<file path="src/rtl/ps2_host_tx.sv">
// ps2_host_tx: host-to-device PS/2 command transmitter.
// Performs request-to-send, shifts a byte out on device clocks, captures the ACK and times out.
module ps2_host_tx #(
    parameter int INHIBIT_CYCLES = 5000,
    parameter int TIMEOUT_CYCLES = 750000
) (
    input  logic       Clock,
    input  logic       Reset,
    input  logic [7:0] iData,
    input  logic       iSend,
    output logic       oBusy,
    output logic       oDone,
    output logic       oAck,
    output logic       oError,
    input  logic       iPs2Clk,
    input  logic       iPs2Data,
    output logic       oPs2ClkOe,
    output logic       oPs2DataOe
);
    localparam int TMAX = (INHIBIT_CYCLES > TIMEOUT_CYCLES) ? INHIBIT_CYCLES : TIMEOUT_CYCLES;
    localparam int TW = $clog2(TMAX + 1);
    localparam logic [TW-1:0] INH_DATA = TW'(INHIBIT_CYCLES - 2);
    localparam logic [TW-1:0] INH_LAST = TW'(INHIBIT_CYCLES - 1);
    localparam logic [TW-1:0] TO_LIM = TW'(TIMEOUT_CYCLES);

    typedef enum logic [2:0] {IDLE, INHIBIT, REQ, SHIFT, ACK, WAIT_IDLE} state_t;

    state_t        state_q, state_d;
    logic [TW-1:0] timer_q, timer_d;
    logic [3:0]    cnt_q, cnt_d;
    logic [8:0]    shift_q, shift_d;
    logic [2:0]    clk_sync_q, clk_sync_d;
    logic [1:0]    data_sync_q, data_sync_d;
    logic          busy_q, busy_d;
    logic          done_q, done_d;
    logic          ack_q, ack_d;
    logic          err_q, err_d;
    logic          clk_oe_q, clk_oe_d;
    logic          data_oe_q, data_oe_d;
    logic          fall, lines_idle, timeout;

    always_comb begin
        clk_sync_d  = {clk_sync_q[1:0], iPs2Clk};
        data_sync_d = {data_sync_q[0], iPs2Data};
        // stage [2] is the previous synchronized sample, used only for edge detection
        fall        = clk_sync_q[2] & ~clk_sync_q[1];
        lines_idle  = clk_sync_q[1] & data_sync_q[1];
        timeout     = timer_q == TO_LIM;
        state_d     = state_q;
        timer_d     = timer_q;
        cnt_d       = cnt_q;
        shift_d     = shift_q;
        ack_d       = ack_q;
        clk_oe_d    = clk_oe_q;
        data_oe_d   = data_oe_q;
        done_d      = 1'b0;
        err_d       = 1'b0;
        case (state_q)
            IDLE: begin
                timer_d = '0;
                if (iSend) begin
                    state_d   = INHIBIT;
                    shift_d   = {~^iData, iData};
                    ack_d     = 1'b0;
                    clk_oe_d  = 1'b1;
                    data_oe_d = INHIBIT_CYCLES == 1;
                end
            end
            INHIBIT: begin
                timer_d = timer_q + TW'(1);
                if (timer_q == INH_DATA) data_oe_d = 1'b1;
                if (timer_q == INH_LAST) state_d = REQ;
            end
            REQ: begin
                state_d  = SHIFT;
                clk_oe_d = 1'b0;
                timer_d  = '0;
                cnt_d    = '0;
            end
            SHIFT, ACK, WAIT_IDLE: begin
                timer_d = timer_q + TW'(1);
                // timeout is checked first so it beats a coincident ACK edge or idle detection
                if (timeout) begin
                    state_d   = IDLE;
                    clk_oe_d  = 1'b0;
                    data_oe_d = 1'b0;
                    ack_d     = 1'b0;
                    err_d     = 1'b1;
                    timer_d   = '0;
                end else if (state_q == SHIFT) begin
                    if (fall) begin
                        cnt_d = cnt_q + 4'd1;
                        if (cnt_q == 4'd9) begin
                            data_oe_d = 1'b0;
                            state_d   = ACK;
                        end else begin
                            data_oe_d = ~shift_q[0];
                            shift_d   = {1'b0, shift_q[8:1]};
                        end
                    end
                end else if (state_q == ACK) begin
                    if (fall) begin
                        ack_d   = ~data_sync_q[1];
                        state_d = WAIT_IDLE;
                    end
                end else if (lines_idle) begin
                    done_d  = 1'b1;
                    state_d = IDLE;
                    timer_d = '0;
                end
            end
            default: state_d = IDLE;
        endcase
        busy_d = state_d != IDLE;
    end

    always_ff @(posedge Clock or negedge Reset) begin
        if (!Reset) begin
            state_q     <= IDLE;
            timer_q     <= '0;
            cnt_q       <= '0;
            shift_q     <= '0;
            clk_sync_q  <= '0;
            data_sync_q <= '0;
            busy_q      <= 1'b0;
            done_q      <= 1'b0;
            ack_q       <= 1'b0;
            err_q       <= 1'b0;
            clk_oe_q    <= 1'b0;
            data_oe_q   <= 1'b0;
        end else begin
            state_q     <= state_d;
            timer_q     <= timer_d;
            cnt_q       <= cnt_d;
            shift_q     <= shift_d;
            clk_sync_q  <= clk_sync_d;
            data_sync_q <= data_sync_d;
            busy_q      <= busy_d;
            done_q      <= done_d;
            ack_q       <= ack_d;
            err_q       <= err_d;
            clk_oe_q    <= clk_oe_d;
            data_oe_q   <= data_oe_d;
        end
    end

    assign oBusy      = busy_q;
    assign oDone      = done_q;
    assign oAck       = ack_q;
    assign oError     = err_q;
    assign oPs2ClkOe  = clk_oe_q;
    assign oPs2DataOe = data_oe_q;
endmodule

</file>
<file path="config.mk">
export PLATFORM = sky130hd
export DESIGN_NAME = ps2_host_tx
export DESIGN_NICKNAME = d
export VERILOG_FILES = /design/src/rtl/ps2_host_tx.sv
export SDC_FILE = /design/constraint.sdc
export NUM_CORES = 1
export LEC_CHECK = 0
export CORE_MARGIN = 4
export CORE_UTILIZATION = 55
export CTS_BUF_LIST = sky130_fd_sc_hd__clkbuf_4 sky130_fd_sc_hd__clkbuf_8
export CTS_CLUSTER_DIAMETER = 120
export DETAILED_ROUTE_END_ITERATION = 10
export MAX_ROUTING_LAYER = met4
export PLACE_DENSITY = 0.79
export SYNTH_ARGS = -nofsm -noshare
export SYNTH_HDL_FRONTEND = slang
export SYNTH_SLANG_ARGS = --single-unit
</file>
<file path="constraint.sdc">
create_clock -name Clock -period 1.8 [get_ports Clock]
set_input_delay 0.18 -clock Clock [delete_from_list [all_inputs] [get_ports Clock]]
set_output_delay 0.18 -clock Clock [all_outputs]
set_load 0.01 [all_outputs]
</file>
* Yosys cells after proc, flatten, opt, wreduce, memory -nomap -nowiden
Cells that the tools add are included.
Widths: inputs -> output; s select.
** Cells by class
- Add/sub/neg operators :: 2
- Eq/ne operators :: 20
- Muxes and demuxes :: 47
- Bitwise gates (word level) :: 5
- Reductions and logical operators :: 15
** Operators with widths (number)
- $mux 20 :: 4
- $pmux 20 s3 :: 1
- $mux 9 :: 5
- $eq 20x13->1 const B :: 2
- $mux 3 :: 9
- $add 20x1->20 const B :: 1
- $eq 20x20->1 const B :: 1
- $mux 1 :: 19
- $pmux 9 s2 :: 1
- $ne 2x2->1 const B :: 7
- $mux 4 :: 3
- $ne 3x3->1 const B :: 4
- $pmux 3 s4 :: 1
- $reduce_bool 3->1 :: 4
- $reduce_and 5->1 :: 2
- $pmux 4 s2 :: 1
- $reduce_xnor 8->1 :: 1
- $eq 3x2->1 const B :: 2
- $eq 3x3->1 const B :: 2
- $pmux 1 s3 :: 2
- $reduce_and 6->1 :: 1
- $add 4x1->4 const B :: 1
- $eq 4x4->1 const B :: 1
- $reduce_and 4->1 :: 1
- 9 further kinds :: 13
** Word-level totals
- Register bits after elaboration :: 47
- Bits of input ports :: 13
- Logic and storage cells :: 101

* Depth between registers and ports, before layout
Gate-level depths: netlist of run 1.
- Depth after elaboration :: 8
- Mapped depth :: 9
- Gate-level depth less buffers :: 8

* Worst setup path before layout of run 1
No wires, ideal clock.
- Path kind :: reg2reg
- From :: register timer_q[0]
- To :: register busy_q (netlist: oBusy)
- Setup time :: 0.131 ns
- Data arrival time :: 1.809 ns
- Data required time :: 1.669 ns
- Setup slack :: -0.140 ns
- Stages on the path, launching flop included :: 10
- Buffers on the path :: 1
- Path through :: dfrtp_1 -> inv_1 -> ha_1 -> and4b_1 -> nand4_2 -> or2_1 -> buf_6 -> o2111ai_2 -> o311ai_1 -> or3_1
** Between the ends
- Longest elaborated chain between the ends :: 4
** Ends and longest elaborated chain
- start, declared :: line 29 : logic [TW-1:0] timer_q, timer_d;
- start signal, assigned :: line 133 : timer_q <= timer_d;
- $eq 20x20->1 / $eq 20x13->1 (equally long branches) :: line 48, 72
- $mux 3, on equally long branches :: line 83, 72
- $pmux 3 s4 (*) :: line 58 : case (state_q)
- via state_d[0] :: line 28 : state_t state_q, state_d;
- $reduce_bool 3->1 (*) :: line 114 : busy_d = state_d != IDLE;
- via busy_d :: line 34 : logic busy_q, busy_d;
- end signal, assigned :: line 138 : busy_q <= busy_d;
- end, declared :: line 34
Mark *: on every way through the listed nets, which the timed path passes. The rest lies on a longest branch.
A chain may end at the register's enable or synchronous reset.

* Worst setup path after layout of run 1
- From :: register timer_q[0]
- To :: register shift_q[8]
** Between the ends
- Longest elaborated chain between the ends :: 3
** Ends and longest elaborated chain
- $eq 20x20->1 :: line 48 : timeout = timer_q == TO_LIM;
- $ne 2x2->1 (no line)
- $reduce_and 6->1 (no line)
- end signal, assigned :: line 135 : shift_q <= shift_d;
- end, declared :: line 31 : logic [8:0] shift_q, shift_d;
No other way between the ends.

==> summary.md, run 1 <==
| Metric | Value |
|---|---|
| Async SR Flop Fraction | 1.00 |
| Maximum fanout along the worst path | 9 |
| Main combinational cell family by area after synthesis | simple AND/OR/NAND/NOR gates |
| Final-layout worst hold slack | about 0.33 ns |
| First-pass GRT wire length | just under 10 mm |
| Initial Utilization | 0.573 |
| Global-route congestion overflow total | 0 |
| Clock transition at the registers of the reported paths | approximately 0.080 ns |
| IO Port Bufs | 18 |
| CTS sink cnt | 47 |
| Mapped cell area | between 0.002 and 0.003 mm² |
| Sequential area share after synthesis | 0.465 |
| Period utilisation layout | 1.08 |
| Clock tree from TritonCTS | done |
| Shortest clock period the worst path allows after layout | slightly below 2 ns |
| Site row count | 24 |
| Final number of hold-violating endpoints | 0 |
| Highest-count cells in the layout ignoring fill and taps | sky130_fd_sc_hd__dfrtp_1, sky130_fd_sc_hd__buf_4, sky130_fd_sc_hd__nor2_1 |
| FMAX | ~520 MHz |
| Post-Synthesis Net Count | 286 |
| Type of destination of the critical path | flip-flop |
| Placeable Area | roughly 0.0044 mm² |
| Net count reported at finish | 352 |
| Post-placement worst setup slack | -0.126 ns |
| Static leakage | 1.50 nW |
| Via count of the first global-routing pass | 2,154 |
| Violated checks | negative setup slack |
| Number of primary I/O pins | 19 |
| Number of enable-type register cells in the synthesized netlist | 0 |
| Unique masters post-synth | 46 |
| Total routing usage reported by global routing | 0.232 |
| Warning count from the yosys run | 0 |
| Overall via count from detail_route | about 2,200 |
| Largest delay share family, worst path | compound AO/OA/AOI/OAI gates |
| Critical path's largest stage delay | just under 0.4 ns |
| Total CTS buffers | 5 |
| Final setup slack of the worst path | -0.141 ns |
| Pre-antenna DRT Iters | 4 |
| H-tree levels | 2 |
| CP Data Arrival Time | between 2 and 2.5 ns |
| FF+latch count, synth | 47 |
| Final antenna diode count | 0 |
| Area share of fa/ha/maj cells after synthesis | 0.0247 |
| Die Height | about 76 µm |
| Synthesized-area fraction occupied by ao, oa, aoi and oai cells | 0.116 |
| Antenna violations before repair | 0 |
| Number of failing setup endpoints in the final timing report | 27 |
| Ys flop type | sky130_fd_sc_hd__dfrtp_1 |
| Detailed Place HPWL | about 4.4 mm |
| Post-Synth Simple-Gate Area | 0.241 |
| GP Congestion | roughly 0.95 |
| Class of the tightest hold or removal check | in2reg |
| Skew final | approximately 0.0053 ns |
| Pin count of the biggest net entering global routing | 26 |
| Vias per Instance | between 5 and 6 |
| Number of filler cells placed in the layout | 299 |
| Fraction of final layout cells sized beyond drive strength 1 | 0.272 |
| Final max-slew violation count | 0 |
| Relative max-transition margin | 0.653 |
| Outcome | finished with violations |
| Overall Power | approximately 1.9 mW |
| PD cells | 551 mW/mm² |
| Initial detailed-routing violation count | slightly below 200 |
| Wire length after detailed routing | approximately 6.3 mm |
| Ordered cell list for the critical path | inv_2 > ha_1 > and4b_1 > nand4_4 > buf_4 > o21ai_4 > buf_12 > o31a_4 > o31ai_2 |
| Number of remaining DRC errors | 0 |
| Area of the die | between 0.005 and 0.006 mm² |
| Transition at the pin with the smallest max-transition slack | between 0.5 and 0.6 ns |
| Critical path launch point type | flip-flop |
| RSZ-0062 raised after global routing | yes |
| Post-synthesis instance total | around 270 |
| Maximum number of buffers from clock root to sink | 2 |
| Count of antenna-violating nets left after detailed routing | 0 |
| Slowest stage cell, crit path | sky130_fd_sc_hd__dfrtp_1 |
| Area Overhead vs Synth | 34.2% |
| Worst Path Buf+Inv | 3 |
| Data required time at the worst endpoint | between 2 and 2.5 ns |
| Clock root buffer | sky130_fd_sc_hd__clkbuf_8 |
| Leading cell type in the layout, fill and taps excluded | sky130_fd_sc_hd__dfrtp_1 |
| Xor-xnor portion of the synthesized cell area | 0.0762 |
| Horizontal extent of the die | approximately 76 µm |
| Post-DR wirelength/cell | roughly 16 µm |
| Path type of the worst setup path | reg2reg |
| Portion of netlist area occupied by mux cells | 0.0435 |
| Largest vdd supply drop | about 0.35 mV |
| Number of maximum-capacitance constraint violations | 0 |
| Post-synthesis average cell area | 9.44 µm² |
| Final total negative setup slack | -1.39 ns |
| Source-to-sink clock delay at the later pin of the worst-skew pair | around 0.30 ns |
==> Yosys cell counts, drive strengths merged (3+ instances only) <==
| library cell | number | share of area |
|---|---|---|
| nor4b | 3 | 0.019 |
| nand2b | 4 | 0.0099 |
| or3 | 4 | 0.0099 |
| inv | 8 | 0.012 |
| buf | 5 | 0.012 |
| xnor2 | 11 | 0.038 |
| xor2 | 11 | 0.038 |
| nor2 | 34 | 0.050 |
| or2 | 4 | 0.0099 |
| nand2 | 26 | 0.039 |
| nor4 | 3 | 0.0074 |
| nor3 | 4 | 0.0079 |
| nand4 | 7 | 0.020 |
| clkbuf | 6 | 0.0089 |
| nand3 | 16 | 0.032 |
| ha | 5 | 0.025 |
| a21oi | 9 | 0.018 |
| nand3b | 4 | 0.012 |
| dfrtp | 47 | 0.46 |
| mux2i | 11 | 0.044 |
| and2 | 3 | 0.0074 |
| o21ai | 20 | 0.040 |
==> per-layer routing <==
layer | global-route usage | vias up | part of all wire
met5 | - | - | 0
met4 | 0.0621 | 0 | 0.010
met3 | 0.0607 | 12 | 0.046
met2 | 0.367 | 62 | 0.49
met1 | 0.294 | 1071 | 0.45
li1 | - | 1074 | -
==> what timing repair did <==
action,CTS,global route
gates cloned,1,2
hold endpoints to repair,22,0
pin swaps,3,6
endpoints found under the setup margin,28,35
buffers inserted,2,3
gates resized for setup,17,23
hold buffers,1,0
==> flip-flops by register name (all words and copies together) (netlist names) <==
signal,flops
timer_q,20
oBusy,1
clk_sync_q,3
oError,1
cnt_q,4
state_q,3
oPs2ClkOe,1
oPs2DataOe,1
data_sync_q,2
oAck,1
oDone,1
shift_q,9
==> logic make-up (layout without fill, tap and decap cells) <==
group | after synthesis | after routing
flops | 47 | 47
compound gates | 46 | 48
xor+xnor | 22 | 22
mux | 11 | 11
buf+inv | 19 | 84
fa+ha+maj | 5 | 5
simple gates | 118 | 118
==> power by group <==
| group | switching (mW) | internal, mW | total, mW |
|---|---|---|---|
| clock | 0.337 | 0.303 | 0.640 |
| combinational | 0.0671 | 0.0699 | 0.137 |
| sequential | 0.0146 | 1.08 | 1.09 |
| total | 0.418 | 1.45 | 1.87 |
==> layout make-up <==
type,count,area (µm²),area share
clock inverter,1,5.00,0.00147
timing repair buffer,68,606,0.178
clock buffer,7,83.8,0.0247
tap,52,65.1,0.0192
multi-input combinational,204,1430,0.420
inverter,8,30.0,0.00885
sequential,47,1180,0.347
==> worst paths after layout <==
path | startpoint | endpoint | slack (ns) | cells after the start
hold reg to reg | clk_sync_q[0] | clk_sync_q[1] | 0.35 | 0
setup reg to reg | timer_q[0] | shift_q[8] | -0.14 | 9
setup / recovery | timer_q[0] | shift_q[8] | -0.14 | 9
max in group asynchronous | Reset | timer_q[0] | 0.90 | 3
min in group asynchronous | Reset | timer_q[5] | 0.39 | 2
hold / removal | iPs2Clk | clk_sync_q[0] | 0.33 | 1
==> metrics by stage <==
| step | cell area [µm²] | instances | utilization |
|---|---|---|---|
| floorplan | 2530 | 268 | - |
| global placement | 3090 | 371 | 0.699 |
| detailed placement | 3090 | 371 | 0.699 |
| CTS | 3240 | 382 | 0.735 |
| global route | 3390 | 387 | 0.769 |
| finish | 3390 | 387 | 0.769 |
(Power assumes the default switching activity.)
==> inputs of run 2 (changes only) <==
CORE_UTILIZATION = 59   (was 55)
DONT_BUFFER_PORTS = 1   (was not set)
PLACE_DENSITY = 0.78   (was 0.79)
==> summary.md, run 2 (synthesis results as in run 1) <==
| Metric | Value |
|---|---|
| Outcome | finished with violations |
| Violated checks | negative setup slack |
| Pre-antenna DRT Iters | 7 |
| Min-Delay Endpoint | state_q[0] |
| Registers with the highest flip-flop counts | timer_q x20, shift_q x9, cnt_q x4 |
| Antenna violations before repair | 0 |
| Final total negative setup slack | -0.679 ns |
| FF-to-FF Start | timer_q[0] |
| Number of remaining DRC errors | 0 |
| First-pass GRT wire length | 10.6 mm |
| Horizontal extent of the die | about 73 µm |
| FMAX | roughly 500 MHz |
| Net count reported at finish | between 300 and 400 |
| Number of maximum-capacitance constraint violations | 0 |
| Placeable Area | about 0.0041 mm² |
| Overall via count from detail_route | 2,255 |
| Clock transition at the registers of the reported paths | 0.09 ns |
| Initial detailed-routing violation count | ~230 |
| Vias per Instance | ~6.1 |
| Layout Utilization | 0.798 |
| Final antenna diode count | 0 |
| Final max-slew violation count | 0 |
| Global-route congestion overflow total | 0 |
| Critical path launch point type | flip-flop |
| Detailed Place HPWL | between 4 and 5 mm |
| Number of cells on the worst hold path | 2 |
| Wire length after detailed routing | about 6.6 mm |
| Post-route cell area | approximately 0.0033 mm² |
| Register-to-register setup slack | -0.14 ns |
| Maximum fanout along the worst path | 5 |
| Total routing usage reported by global routing | 0.261 |
| Number of instances in the placed design | ~350 |
| Clock tree from TritonCTS | done |
| Launch instance of the worst min-delay path | iSend |
| Data required time at the worst endpoint | between 1.5 and 2 ns |
| Final number of hold-violating endpoints | 0 |
| Pin count of the biggest net entering global routing | 48 |
| Fraction of final layout cells sized beyond drive strength 1 | 0.290 |
| Die Height | 73.5 µm |
| FF-to-FF path depth | 8 |
| R2r endpoint | oBusy |
| Count of antenna-violating nets left after detailed routing | 0 |
| Area of the die | between 0.005 and 0.006 mm² |
| Top register by number of flip-flops | timer_q |
| Slowest stage cell, crit path | sky130_fd_sc_hd__dfrtp_1 |
| Largest delay share family, worst path | simple AND/OR/NAND/NOR gates |
| Area Overhead vs Synth | 28.9% |
| Site row count | 23 |
| Post-Layout Cell Count | approximately 370 |
| Post-DR wirelength/cell | 17.9 µm |
| Total CTS buffers | 5 |
| Number of failing setup endpoints in the final timing report | 21 |
| Type of destination of the critical path | flip-flop |
| Overall Power | a little over 2 mW |
| Relative max-transition margin | 0.715 |
| PD cells | around 620 mW/mm² |
| Period utilisation layout | 1.08 |
| Path type of the worst setup path | reg2reg |
| CP Data Arrival Time | between 2 and 2.5 ns |
| Skew final | 0.00989 ns |
| Number of primary I/O pins | 19 |
| IO Port Bufs | 0 |
| GP Congestion | around 0.96 |
| Critical Path Source | timer_q[0] |
| Largest vdd supply drop | between 0.5 and 0.6 mV |
| H-tree levels | 2 |
| Shortest clock period the worst path allows after layout | slightly below 2 ns |
| Via count of the first global-routing pass | approximately 2,100 |
| Clock root buffer | sky130_fd_sc_hd__clkbuf_8 |
| Critical path's largest stage delay | 0.40 ns |
| Ordered cell list for the critical path | inv_2 > ha_4 > and4b_1 > nand4_4 > or2_4 > o2111ai_2 > o311ai_1 > or3_1 |
| Maximum number of buffers from clock root to sink | 2 |
| RSZ-0062 raised after global routing | yes |
| Worst Path Buf+Inv | 1 |
| Number of flip-flops in the largest register | 20 |
| Static leakage | about 1.4 nW |
| Final setup slack of the worst path | -0.142 ns |
| Cell area after placement | ~0.0029 mm² |
| Highest-count cells in the layout ignoring fill and taps | sky130_fd_sc_hd__dfrtp_1, sky130_fd_sc_hd__buf_4, sky130_fd_sc_hd__nand2_1, sky130_fd_sc_hd__nor2_1, sky130_fd_sc_hd__o21ai_0 |
| CTS sink cnt | 47 |
| Source-to-sink clock delay at the later pin of the worst-skew pair | between 0.3 and 0.4 ns |
| Transition at the pin with the smallest max-transition slack | between 0.4 and 0.5 ns |
| Initial Utilization | 0.619 |
| Leading cell type in the layout, fill and taps excluded | sky130_fd_sc_hd__dfrtp_1 |
| Class of the tightest hold or removal check | in2reg |
-- run 2: metal layers --
metal	vias to the layer above	global-route usage	share of wire
met2	100	0.384	0.48
met4	0	0.0825	0.025
li1	1034	-	-
met1	1099	0.360	0.44
met5	-	-	0
met3	22	0.0575	0.062
-- run 2: power by group --
group | internal [mW] | switching [mW] | total, mW
logic | 0.0539 | 0.0641 | 0.118
registers | 1.08 | 0.0146 | 1.09
clock network | 0.450 | 0.367 | 0.816
total | 1.58 | 0.445 | 2.03
-- run 2: final cells by class --
type	instances	area, µm²
Sequential cell	47	1180
Clock buffer	6	82.6
Fill cell	249	826
Multi-Input combinational cell	202	1420
Inverter	8	30.0
Tap cell	50	62.6
Clock inverter	2	35.0
Timing Repair Buffer	52	453
-- run 2: timing repair --
| action | in CTS | in global routing |
|---|---|---|
| hold buffers | 4 | 0 |
| hold endpoints to repair | 49 | 0 |
| gates resized for setup | 9 | 40 |
| pin swaps | 2 | 12 |
| setup buffers | 1 | 4 |
| cloned | 0 | 1 |
| setup endpoints to repair | 36 | 36 |
-- run 2: how the worst max path moves through the flow --
stage / cells past startpoint / slack, ns / end
floorplan: 6 / -0.11 / oBusy
global placement: 5 / -0.11 / oBusy
detailed placement: 5 / -0.20 / oBusy
CTS: 8 / -0.1 / oBusy
global route: 8 / -0.20 / oBusy
finish: 8 / -0.14 / oBusy
-- run 2: stage by stage --
stage | setup WS [ns] | hold WS [ns]
4_1_cts | -0.0982 | 0.0563
5_1_grt | -0.199 | 0.0599
2_1_floorplan | -0.108 | -0.116
3_5_place_dp | -0.195 | -0.115
3_3_place_gp | -0.106 | -0.115
6_report | -0.142 | 0.0687
-- run 2: worst reg2reg max path, delay by kind of cell (launching register included) --
family / cells / cell delay (ns)
compound gates: 2 / 0.21
fa+ha+maj: 1 / 0.12
buf+inv: 1 / 0.09
flops: 1 / 0.40
simple gates: 4 / 1.01
==> inputs of run 3 (changes only) <==
CORE_UTILIZATION = 66   (was 59)
PLACE_DENSITY = 0.82   (was 0.78)
SLEW_MARGIN = 20   (was not set)
clock period = 1.91 ns   (was 1.8 ns; I/O delays follow)
==> summary.md, run 3 (synthesis results as in run 1) <==
| Metric | Value |
|---|---|
| Outcome | finished with violations |
| Violated checks | negative setup slack |
| Area Overhead vs Synth | 19.8% |
| Comb power frac | 0.049 |
| Initial Utilization | 0.686 |
| Horizontal extent of the die | about 70 µm |
| Total CTS buffers | 5 |
| Maximum number of buffers from clock root to sink | 2 |
| Period utilisation layout | 1.00 |
| Total routing usage reported by global routing | 0.269 |
| Number of flip-flops in the largest register | 20 |
| Share of total power in the clock network | 0.405 |
| Relative max-transition margin | 0.712 |
| Detailed Place HPWL | 3.94 mm |
| Final setup slack of the worst path | -0.00878 ns |
| Global-route congestion overflow total | 0 |
| CP Data Arrival Time | 2.11 ns |
| Die Height | 69.9 µm |
| Source-to-sink clock delay at the later pin of the worst-skew pair | about 0.31 ns |
| Cell area after placement | 0.00278 mm² |
| Transition at the pin with the smallest max-transition slack | roughly 0.43 ns |
| Static leakage | around 1.3 nW |
| Number of primary I/O pins | 19 |
| Top register by number of flip-flops | timer_q |
| Path type of the worst setup path | reg2reg |
| Initial detailed-routing violation count | ~160 |
| H-tree levels | 2 |
| Part of the power in registers | 0.546 |
| Clock root buffer | sky130_fd_sc_hd__clkbuf_8 |
| GP Congestion | 0.950 |
| Pin count of the biggest net entering global routing | between 40 and 50 |
| Site row count | 22 |
| Leading cell type in the layout, fill and taps excluded | sky130_fd_sc_hd__dfrtp_1 |
| Number of maximum-capacitance constraint violations | 0 |
| CTS sink cnt | 47 |
| Data required time at the worst endpoint | 2.10 ns |
| Fraction of final layout cells sized beyond drive strength 1 | 0.193 |
| RSZ-0062 raised after global routing | yes |
| Highest-count cells in the layout ignoring fill and taps | sky130_fd_sc_hd__dfrtp_1, sky130_fd_sc_hd__nor2_1, sky130_fd_sc_hd__buf_4 |
| Number of remaining DRC errors | 0 |
| Number of filler cells placed in the layout | between 200 and 250 |
| Critical path launch point type | flip-flop |
| Net count reported at finish | roughly 320 |
| First-pass GRT wire length | 10.0 mm |
| Number of failing setup endpoints in the final timing report | 1 |
| Post-DR wirelength/cell | 17.4 µm |
| Final max-slew violation count | 0 |
| Registers with the highest flip-flop counts | timer_q x20, shift_q x9, cnt_q x4 |
| Area of the die | slightly below 0.005 mm² |
| Maximum fanout along the worst path | 5 |
| Pre-antenna DRT Iters | 5 |
| Skew final | roughly 0.0059 ns |
| Vias per Instance | roughly 6.1 |
| Final number of hold-violating endpoints | 0 |
| IO Port Bufs | 0 |
| Switching power | about 410 µW |
| Post-route cell area | 0.00303 mm² |
| Placeable Area | between 0.003 and 0.004 mm² |
| Class of the tightest hold or removal check | in2reg |
| Count of antenna-violating nets left after detailed routing | 0 |
| Shortest clock period the worst path allows after layout | about 1.9 ns |
| Overall via count from detail_route | approximately 2,100 |
| Final antenna diode count | 0 |
| Type of destination of the critical path | flip-flop |
| Largest vdd supply drop | 0.573 mV |
| Via count of the first global-routing pass | about 2,100 |
| Antenna violations before repair | 0 |
| Clock transition at the registers of the reported paths | roughly 0.090 ns |
| Layout Utilization | 0.822 |
| Internal cell power | between 1 and 1.5 mW |
| PD cells | 623 mW/mm² |
| FMAX | ~520 MHz |
| Switch share | 0.215 |
| Clock tree from TritonCTS | done |
| Wire length after detailed routing | between 6 and 7 mm |
==> run 3: path summary, 6_finish.rpt <==
check | startpoint | to | slack, ns | cells after the start
setup reg to reg | timer_q[0] | oBusy | -0.009 | 8
hold / removal | iData[5] | shift_q[5] | 0.09 | 2
min in group asynchronous | Reset | timer_q[7] | 0.40 | 2
max in group asynchronous | Reset | cnt_q[1] | 1.29 | 2
hold reg to reg | data_sync_q[0] | data_sync_q[1] | 0.37 | 0
setup / recovery | timer_q[0] | oBusy | -0.009 | 8
==> run 3: critical path, stage by stage, from the launching register on <==
cell,delay [ns]
sky130_fd_sc_hd__dfrtp_1,0.39
sky130_fd_sc_hd__inv_2,0.08
sky130_fd_sc_hd__ha_1,0.15
sky130_fd_sc_hd__and4b_1,0.23
sky130_fd_sc_hd__nand4_4,0.13
sky130_fd_sc_hd__nor2_2,0.15
sky130_fd_sc_hd__o21ai_0,0.11
sky130_fd_sc_hd__a22o_1,0.22
sky130_fd_sc_hd__or3_1,0.33
==> run 3: layout make-up <==
type	count	area (µm²)	area share
tap	48	60.1	0.0198
inverter	8	30.0	0.00991
clock buffer	6	82.6	0.0273
sequential	47	1180	0.389
clock inverter	2	35.0	0.0116
timing repair buffer	36	314	0.104
multi-input combinational	202	1330	0.439
==> run 3: per-stage QoR <==
stage	setup TNS [ns]	hold WS (ns)	setup WS [ns]	power, mW	cells
global placement	0	-0.104	0.0333	1.11	336
global route	-0.426	0.0794	-0.0833	1.97	349
floorplan	0	-0.105	0.00215	1.10	268
detailed placement	-0.0198	-0.103	-0.0198	1.11	336
CTS	0	0.0762	0.0121	1.89	349
finish	-0.00878	0.0856	-0.00878	1.89	349
==> run 3: timing repair <==
item	4_1_cts	5_1_grt
buffers inserted	1	0
resized for setup	2	12
endpoints found under the setup margin	2	15
hold buffers	4	0
pin swaps	2	2
endpoints found under the hold margin	49	0
==> run 3: routing by layer <==
| metal | share of wire | up-vias | wire length [µm] | track usage |
|---|---|---|---|---|
| li1 | - | 1006 | - | - |
| met1 | 0.42 | 1000 | 2570 | 0.348 |
| met2 | 0.47 | 88 | 2860 | 0.401 |
| met3 | 0.077 | 22 | 466 | 0.0763 |
| met4 | 0.028 | 0 | 169 | 0.106 |
| met5 | 0 | - | 0 | - |
==> run 3: power by group through the flow <==
stage          clock network [mW]  registers [mW]  logic [mW]
2_1_floorplan                   0            1.05      0.0494
3_3_place_gp                    0            1.05      0.0580
3_5_place_dp                    0            1.05      0.0604
4_1_cts                     0.772            1.03      0.0916
5_1_grt                     0.830            1.04       0.104
6_report                    0.765            1.03      0.0917
